### config.mk
export PLATFORM = sky130hd
export DESIGN_NAME = game_state_ctrl
export DESIGN_NICKNAME = d
export VERILOG_FILES = /design/src/rtl/game_state_ctrl_pkg.sv /design/src/rtl/game_state_ctrl_rise_detect.sv /design/src/rtl/game_state_ctrl.sv
export SDC_FILE = /design/constraint.sdc
export NUM_CORES = 1
export LEC_CHECK = 0
export CAP_MARGIN = 20
export CORE_ASPECT_RATIO = 1.1
export CORE_MARGIN = 2
export CORE_UTILIZATION = 50
export DETAILED_ROUTE_END_ITERATION = 10
export MAX_ROUTING_LAYER = met4
export PLACE_DENSITY = 0.69
export SLEW_MARGIN = 20
export SYNTH_ARGS = -nofsm -noshare
export SYNTH_HDL_FRONTEND = slang
export SYNTH_SLANG_ARGS = --single-unit
### constraint.sdc
create_clock -name Clk -period 5 [get_ports Clk]
set_input_delay 1.25 -clock Clk [delete_from_list [all_inputs] [get_ports Clk]]
set_output_delay 1.25 -clock Clk [all_outputs]
set_load 0.1 [all_outputs]
### src/rtl/game_state_ctrl_pkg.sv
// Shared phase encoding and default frame timing for the game sequencer and the HUD.
package game_state_pkg;

    typedef enum logic [2:0] {
        PH_TITLE     = 3'd0,
        PH_RESTART   = 3'd1,
        PH_PLAY      = 3'd2,
        PH_DYING     = 3'd3,
        PH_GAME_OVER = 3'd4
    } game_phase_t;

    localparam int unsigned DEF_DEATH_FRAMES    = 60;
    localparam int unsigned DEF_BLINK_HALF      = 30;
    localparam int unsigned DEF_MIN_SHOW_FRAMES = 90;
    localparam int unsigned DEF_RESET_CYCLES    = 4;

    function automatic int unsigned max2(input int unsigned a, input int unsigned b);
        return (a > b) ? a : b;
    endfunction

endpackage

### src/rtl/game_state_ctrl_rise_detect.sv
// One-cycle rising-edge pulse; the previous-value reset level is configurable so a
// level held through reset can be made to produce no edge.
module rise_detect #(
    parameter logic RST_VAL = 1'b0
) (
    input  logic i_clk,
    input  logic i_rst,
    input  logic i_d,
    output logic o_rise
);

    logic r_prev;

    always_ff @(posedge i_clk) begin
        if (i_rst) r_prev <= RST_VAL;
        else       r_prev <= i_d;
    end

    assign o_rise = i_d & ~r_prev;

endmodule

### src/rtl/game_state_ctrl.sv
// Game-phase sequencer: title, restart pulse, play, dying delay and blinking game-over
// banner, with all outputs registered from the next-state decode.
module game_state_ctrl
    import game_state_pkg::*;
#(
    parameter int unsigned DEATH_FRAMES    = DEF_DEATH_FRAMES,
    parameter int unsigned BLINK_HALF      = DEF_BLINK_HALF,
    parameter int unsigned MIN_SHOW_FRAMES = DEF_MIN_SHOW_FRAMES,
    parameter int unsigned RESET_CYCLES    = DEF_RESET_CYCLES
) (
    input  logic       Clk,
    input  logic       Reset,
    input  logic       frame_clk,
    input  logic       start_key,
    input  logic       player_dead,
    output logic       Title_On,
    output logic       Play_Enable,
    output logic       Game_Over_On,
    output logic       Game_Reset,
    output logic [2:0] Phase
);

    localparam int unsigned CNT_MAX = max2(max2(DEATH_FRAMES, BLINK_HALF),
                                           max2(MIN_SHOW_FRAMES, RESET_CYCLES));
    localparam int unsigned CW = $clog2(CNT_MAX + 1);

    typedef logic [CW-1:0] cnt_t;

    localparam cnt_t C_DEATH    = cnt_t'(DEATH_FRAMES);
    localparam cnt_t C_BLINK    = cnt_t'(BLINK_HALF);
    localparam cnt_t C_SHOW     = cnt_t'(MIN_SHOW_FRAMES);
    localparam cnt_t C_RST_LAST = cnt_t'(RESET_CYCLES - 1);

    logic        w_frame_tick;
    logic        w_key_rise;

    game_phase_t r_state, w_state;
    cnt_t        r_cyc,   w_cyc;
    cnt_t        r_frm,   w_frm;
    cnt_t        r_blink, w_blink;
    cnt_t        r_show,  w_show;
    logic        r_vis,   w_vis;

    rise_detect #(.RST_VAL(1'b0)) u_frame_rise (
        .i_clk  (Clk),
        .i_rst  (Reset),
        .i_d    (frame_clk),
        .o_rise (w_frame_tick)
    );

    rise_detect #(.RST_VAL(1'b1)) u_key_rise (
        .i_clk  (Clk),
        .i_rst  (Reset),
        .i_d    (start_key),
        .o_rise (w_key_rise)
    );

    always_comb begin
        w_state = r_state;
        w_cyc   = r_cyc;
        w_frm   = r_frm;
        w_blink = r_blink;
        w_show  = r_show;
        w_vis   = r_vis;
        case (r_state)
            PH_TITLE: begin
                if (w_key_rise) begin
                    w_state = PH_RESTART;
                    w_cyc   = '0;
                end
            end
            PH_RESTART: begin
                if (r_cyc == C_RST_LAST) begin
                    w_state = PH_PLAY;
                    w_cyc   = '0;
                end else begin
                    w_cyc = r_cyc + 1'b1;
                end
            end
            PH_PLAY: begin
                if (player_dead) begin
                    w_state = PH_DYING;
                    w_frm   = '0;
                end
            end
            PH_DYING: begin
                if (w_frame_tick) begin
                    w_frm = r_frm + 1'b1;
                    if (r_frm + 1'b1 == C_DEATH) begin
                        w_state = PH_GAME_OVER;
                        w_blink = '0;
                        w_show  = '0;
                        w_vis   = 1'b1;
                    end
                end
            end
            PH_GAME_OVER: begin
                // Key is judged on the show count from before this cycle's tick.
                if (w_key_rise && (r_show == C_SHOW)) begin
                    w_state = PH_RESTART;
                    w_cyc   = '0;
                end else if (w_frame_tick) begin
                    if (r_blink + 1'b1 == C_BLINK) begin
                        w_blink = '0;
                        w_vis   = ~r_vis;
                    end else begin
                        w_blink = r_blink + 1'b1;
                    end
                    if (r_show != C_SHOW) w_show = r_show + 1'b1;
                end
            end
            default: w_state = PH_TITLE;
        endcase
    end

    always_ff @(posedge Clk) begin
        if (Reset) begin
            r_state      <= PH_TITLE;
            r_cyc        <= '0;
            r_frm        <= '0;
            r_blink      <= '0;
            r_show       <= '0;
            r_vis        <= 1'b0;
            Title_On     <= 1'b1;
            Play_Enable  <= 1'b0;
            Game_Over_On <= 1'b0;
            Game_Reset   <= 1'b0;
            Phase        <= PH_TITLE;
        end else begin
            r_state      <= w_state;
            r_cyc        <= w_cyc;
            r_frm        <= w_frm;
            r_blink      <= w_blink;
            r_show       <= w_show;
            r_vis        <= w_vis;
            Title_On     <= (w_state == PH_TITLE);
            Play_Enable  <= (w_state == PH_PLAY);
            Game_Over_On <= (w_state == PH_GAME_OVER) && w_vis;
            Game_Reset   <= (w_state == PH_RESTART);
            Phase        <= w_state;
        end
    end

endmodule

==> summary.md <==
| Metric | Value |
|---|---|
| Dominant cell type by area after synthesis | dfxtp_1 |
| Synth Instances | between 200 and 250 |
| Worst-Skew Late Latency | 0.29 ns |
| CORE AREA | ~4000 um2 |
| Initial core utilization | 52.7% |
| Die Width | between 60 and 70 um |
| Clk slew on worst S/H paths | 0.07 ns |
| Worst Setup Start Kind | flip-flop |
| Most common cell after layout, fill and taps aside | dfxtp_1 |
| Synth area leaders | dfxtp_1, nor2_1, a21oi_1, ha_1, o21ai_0 |
| Final setup TNS | 0 ns |
| Yosys cell types | 59 |
| CTS Buf Count | 5 |
| Top Family by Delay on Critical Path | buffers and inverters |
| CTS tree | yes |
| Layout area overhead | 10.8% |
| Top cell type's share of synthesized area | 36.1% |
| Vias in the first global route | 1771 |
| Max-cap violations | 0 |
| Worst Hold Class | reg -> reg |
| Reg2Reg Setup Slack | roughly 2.4 ns |
| Slew headroom | 35.3% |
| Hold buffer count at cts | 0 |
| Largest net degree at the start of global routing | 23 |
| Clock buffer depth | 2 |
| Synthesis-stage register bit count | 38 |
| Hold_ws | 0.480 ns |
| Reg2reg path depth | 6 |
| Detailed Route Iter0 Violations | approximately 220 |
| Critical-path top delay cell | clkdlybuf4s50_1 |
| Crit end category | output port |
| Layout cells sized above 1 | 10.0% |
| Congestion Overflow GR | 0 |
| Post-CTS sizing | 0 |
| Crit-path cells | clkdlybuf4s50_1 |
| Transition time of the tightest slew-check pin | 0.968 ns |
| WL final | 4400 um |
| Net count reported at finish | 270 |
| Vias/cell | 5.93 |
| Post-CTS setup buffer count | 0 |
| RR Startpoint | r_blink[0] |
| Yosys Warn Count | 0 |
| R2R Path End | r_vis |
| Die ar. | 4750 um2 |
| WL/cell | 14.1 um |
| Hold Vio Cnt, Final | 0 |
| Power per cell area | 258 nW/um2 |
| Antenna-violating nets left | 0 |
| Port Buf Inserts | 11 |
| Setup Skew | about 0.0070 ns |
| Worst Hold Depth | 1 |
| Gr usage total | roughly 22% |
| Die Span Y | a little over 70 um |
| Clock sinks | 38 |
| Row cnt | 24 |
| Asr flop ratio synth | 0% |
| Synth Area per Inst | between 8 and 9 um2 |
| Sequential-to-total area share from yosys stat | 36.1% |
| Hold Path End | r_frm[6] |
| Crit Path Class | reg -> out |
| DRC | 0 |
| Worst Path Required | 3.75 ns |
| Fin crit share | slightly below 70% |
| First-pass DRT Iterations | 4 |
| CP Buf/Inv Count | 1 |
| Post-synth top flop | dfxtp_1 |
| Largest stage delay on the critical path | 1.23 ns |
| Run status | finished, final reports clean |
| Io pins | 12 |
| Count of final setup violators | 0 |
| Post-DP HPWL | about 3200 um |
| Syn Nets | approximately 260 |
| Vias post-DR | 1849 |
| CTS HTree Levels | 2 |
| Leakage power | just under 0.0008 uW |
| Fmax | 293 MHz |
| GPL Wtd Cong | a little over 0.8 |
| First-pass GRT wire length | between 7000 and 8000 um |
| Critical path peak fanout | 14 |
| Post-synth EDFFs | 0 |
| Unrepaired setup endpoints after global routing | false |
| Critical path arrival | 2.16 ns |
| Max Slew Vio Count | 0 |
| Most frequent cells in the layout | dfxtp_1, nor2_1, a21oi_1 |
| Antenna cells | 0 |
| Min-delay src | r_frm[6] |
| Synthesized area | between 2000 and 2500 um2 |
| Antenna violations before repair | 0 |
| Clock root buffer | clkbuf_8 |
| Peak supply drop | 0.189 mV |
| Tmin final | 3.41 ns |
[flip-flops by register name (all words and copies together), names as in the netlist]
name,cells
r_blink,7
r_cyc,7
r_frm,7
r_show,7
r_state,3
Game_Over_On,1
Game_Reset,1
Play_Enable,1
Title_On,1
r_vis,1
u_frame_rise.r_prev,1
u_key_rise.r_prev,1
[final cells by class]
class,count,area [um2]
repair buffers,12,118
clock buffers,5,68.8
inverters,7,26.3
clock inverters,3,40.0
well taps,52,65.1
multi-input cells,195,1250
fillers,385,1660
flip-flops and latches,38,761
[through the flow]
step	power, uW	std cells	setup slack [ns]	utilization, %	cell area (um2)
floorplan	342	248	2.31	-	2110
global placement	352	304	1.87	55.7	2220
detailed placement	353	304	1.86	55.7	2220
CTS	611	312	1.59	58.4	2330
global route	627	312	1.52	58.4	2330
finish	602	312	1.59	58.4	2330
[per-layer routing]
metal	track usage (%)	wire [um]	vias up	part of all wire (%)
li1	-	-	942	-
met1	27.7	2080	847	47
met2	33.6	2030	48	46
met3	3.72	180	12	4.1
met4	10.4	109	0	2.5
met5	-	0	-	0
[kinds of logic after synthesis]
kind of cell             share of synthesized area, %
adder cells (fa/ha/maj)                          3.56
XOR/XNOR                                         3.33
flip-flops                                       36.1
multiplexers                                     2.50
buffers and inverters                            4.28
AO/OA/AOI/OAI                                    21.5
AND/OR/NAND/NOR                                  28.7
[report_power, final]
part           internal, uW  switching, uW
Combinational          12.4           23.9
Clock                   147            110
Sequential              306           3.26
Total                   465            137
[worst register-to-register path: cells and delay by family, from the launching register on]
kind / cells / cell delay [ns]
DFF: 1 / 0.46
AOI/OAI and AO/OA: 1 / 0.27
and+or+nand+nor: 2 / 0.87
muxes: 2 / 0.66
adders and majority gates: 1 / 0.23
[how the worst max path moves through the flow]
| stage | startpoint | end | slack, ns | cells after the start |
|---|---|---|---|---|
| 4_1_cts | r_state[1] | Phase[1] | 1.59 | 1 |
| 6_report | r_state[1] | Phase[1] | 1.59 | 1 |
| 3_3_place_gp | frame_clk | r_show[4] | 1.87 | 6 |
| 2_1_floorplan | r_state[2] | r_show[4] | 2.31 | 6 |
| 5_1_grt | r_state[1] | Phase[1] | 1.52 | 1 |
| 3_5_place_dp | frame_clk | r_show[4] | 1.86 | 6 |
[synth_stat cells (2+ instances only)]
| master | number |
|---|---|
| and2_1 | 2 |
| inv_1 | 7 |
| nor2_1 | 28 |
| nor2b_1 | 3 |
| and3_1 | 3 |
| a31oi_1 | 3 |
| or4_1 | 2 |
| nand3b_1 | 5 |
| nand3_1 | 12 |
| nor3_1 | 6 |
| buf_6 | 2 |
| ha_1 | 6 |
| or3b_2 | 2 |
| xor2_1 | 5 |
| a21boi_0 | 2 |
| or3_1 | 5 |
| xnor2_1 | 3 |
| and3b_1 | 2 |
| a211oi_1 | 5 |
| o31ai_1 | 3 |
| nand2b_1 | 5 |
| o21ai_0 | 15 |
| clkbuf_1 | 4 |
| dfxtp_1 | 38 |
| nand2_1 | 14 |
| mux2_2 | 2 |
| or2_2 | 2 |
| o21a_1 | 2 |
| and2b_2 | 2 |
| a21oi_1 | 20 |
| mux2i_1 | 3 |
| nand4_1 | 4 |
| nor4_1 | 4 |
| o311ai_0 | 2 |
No activity file was read; power rests on OpenSTA's default activity.
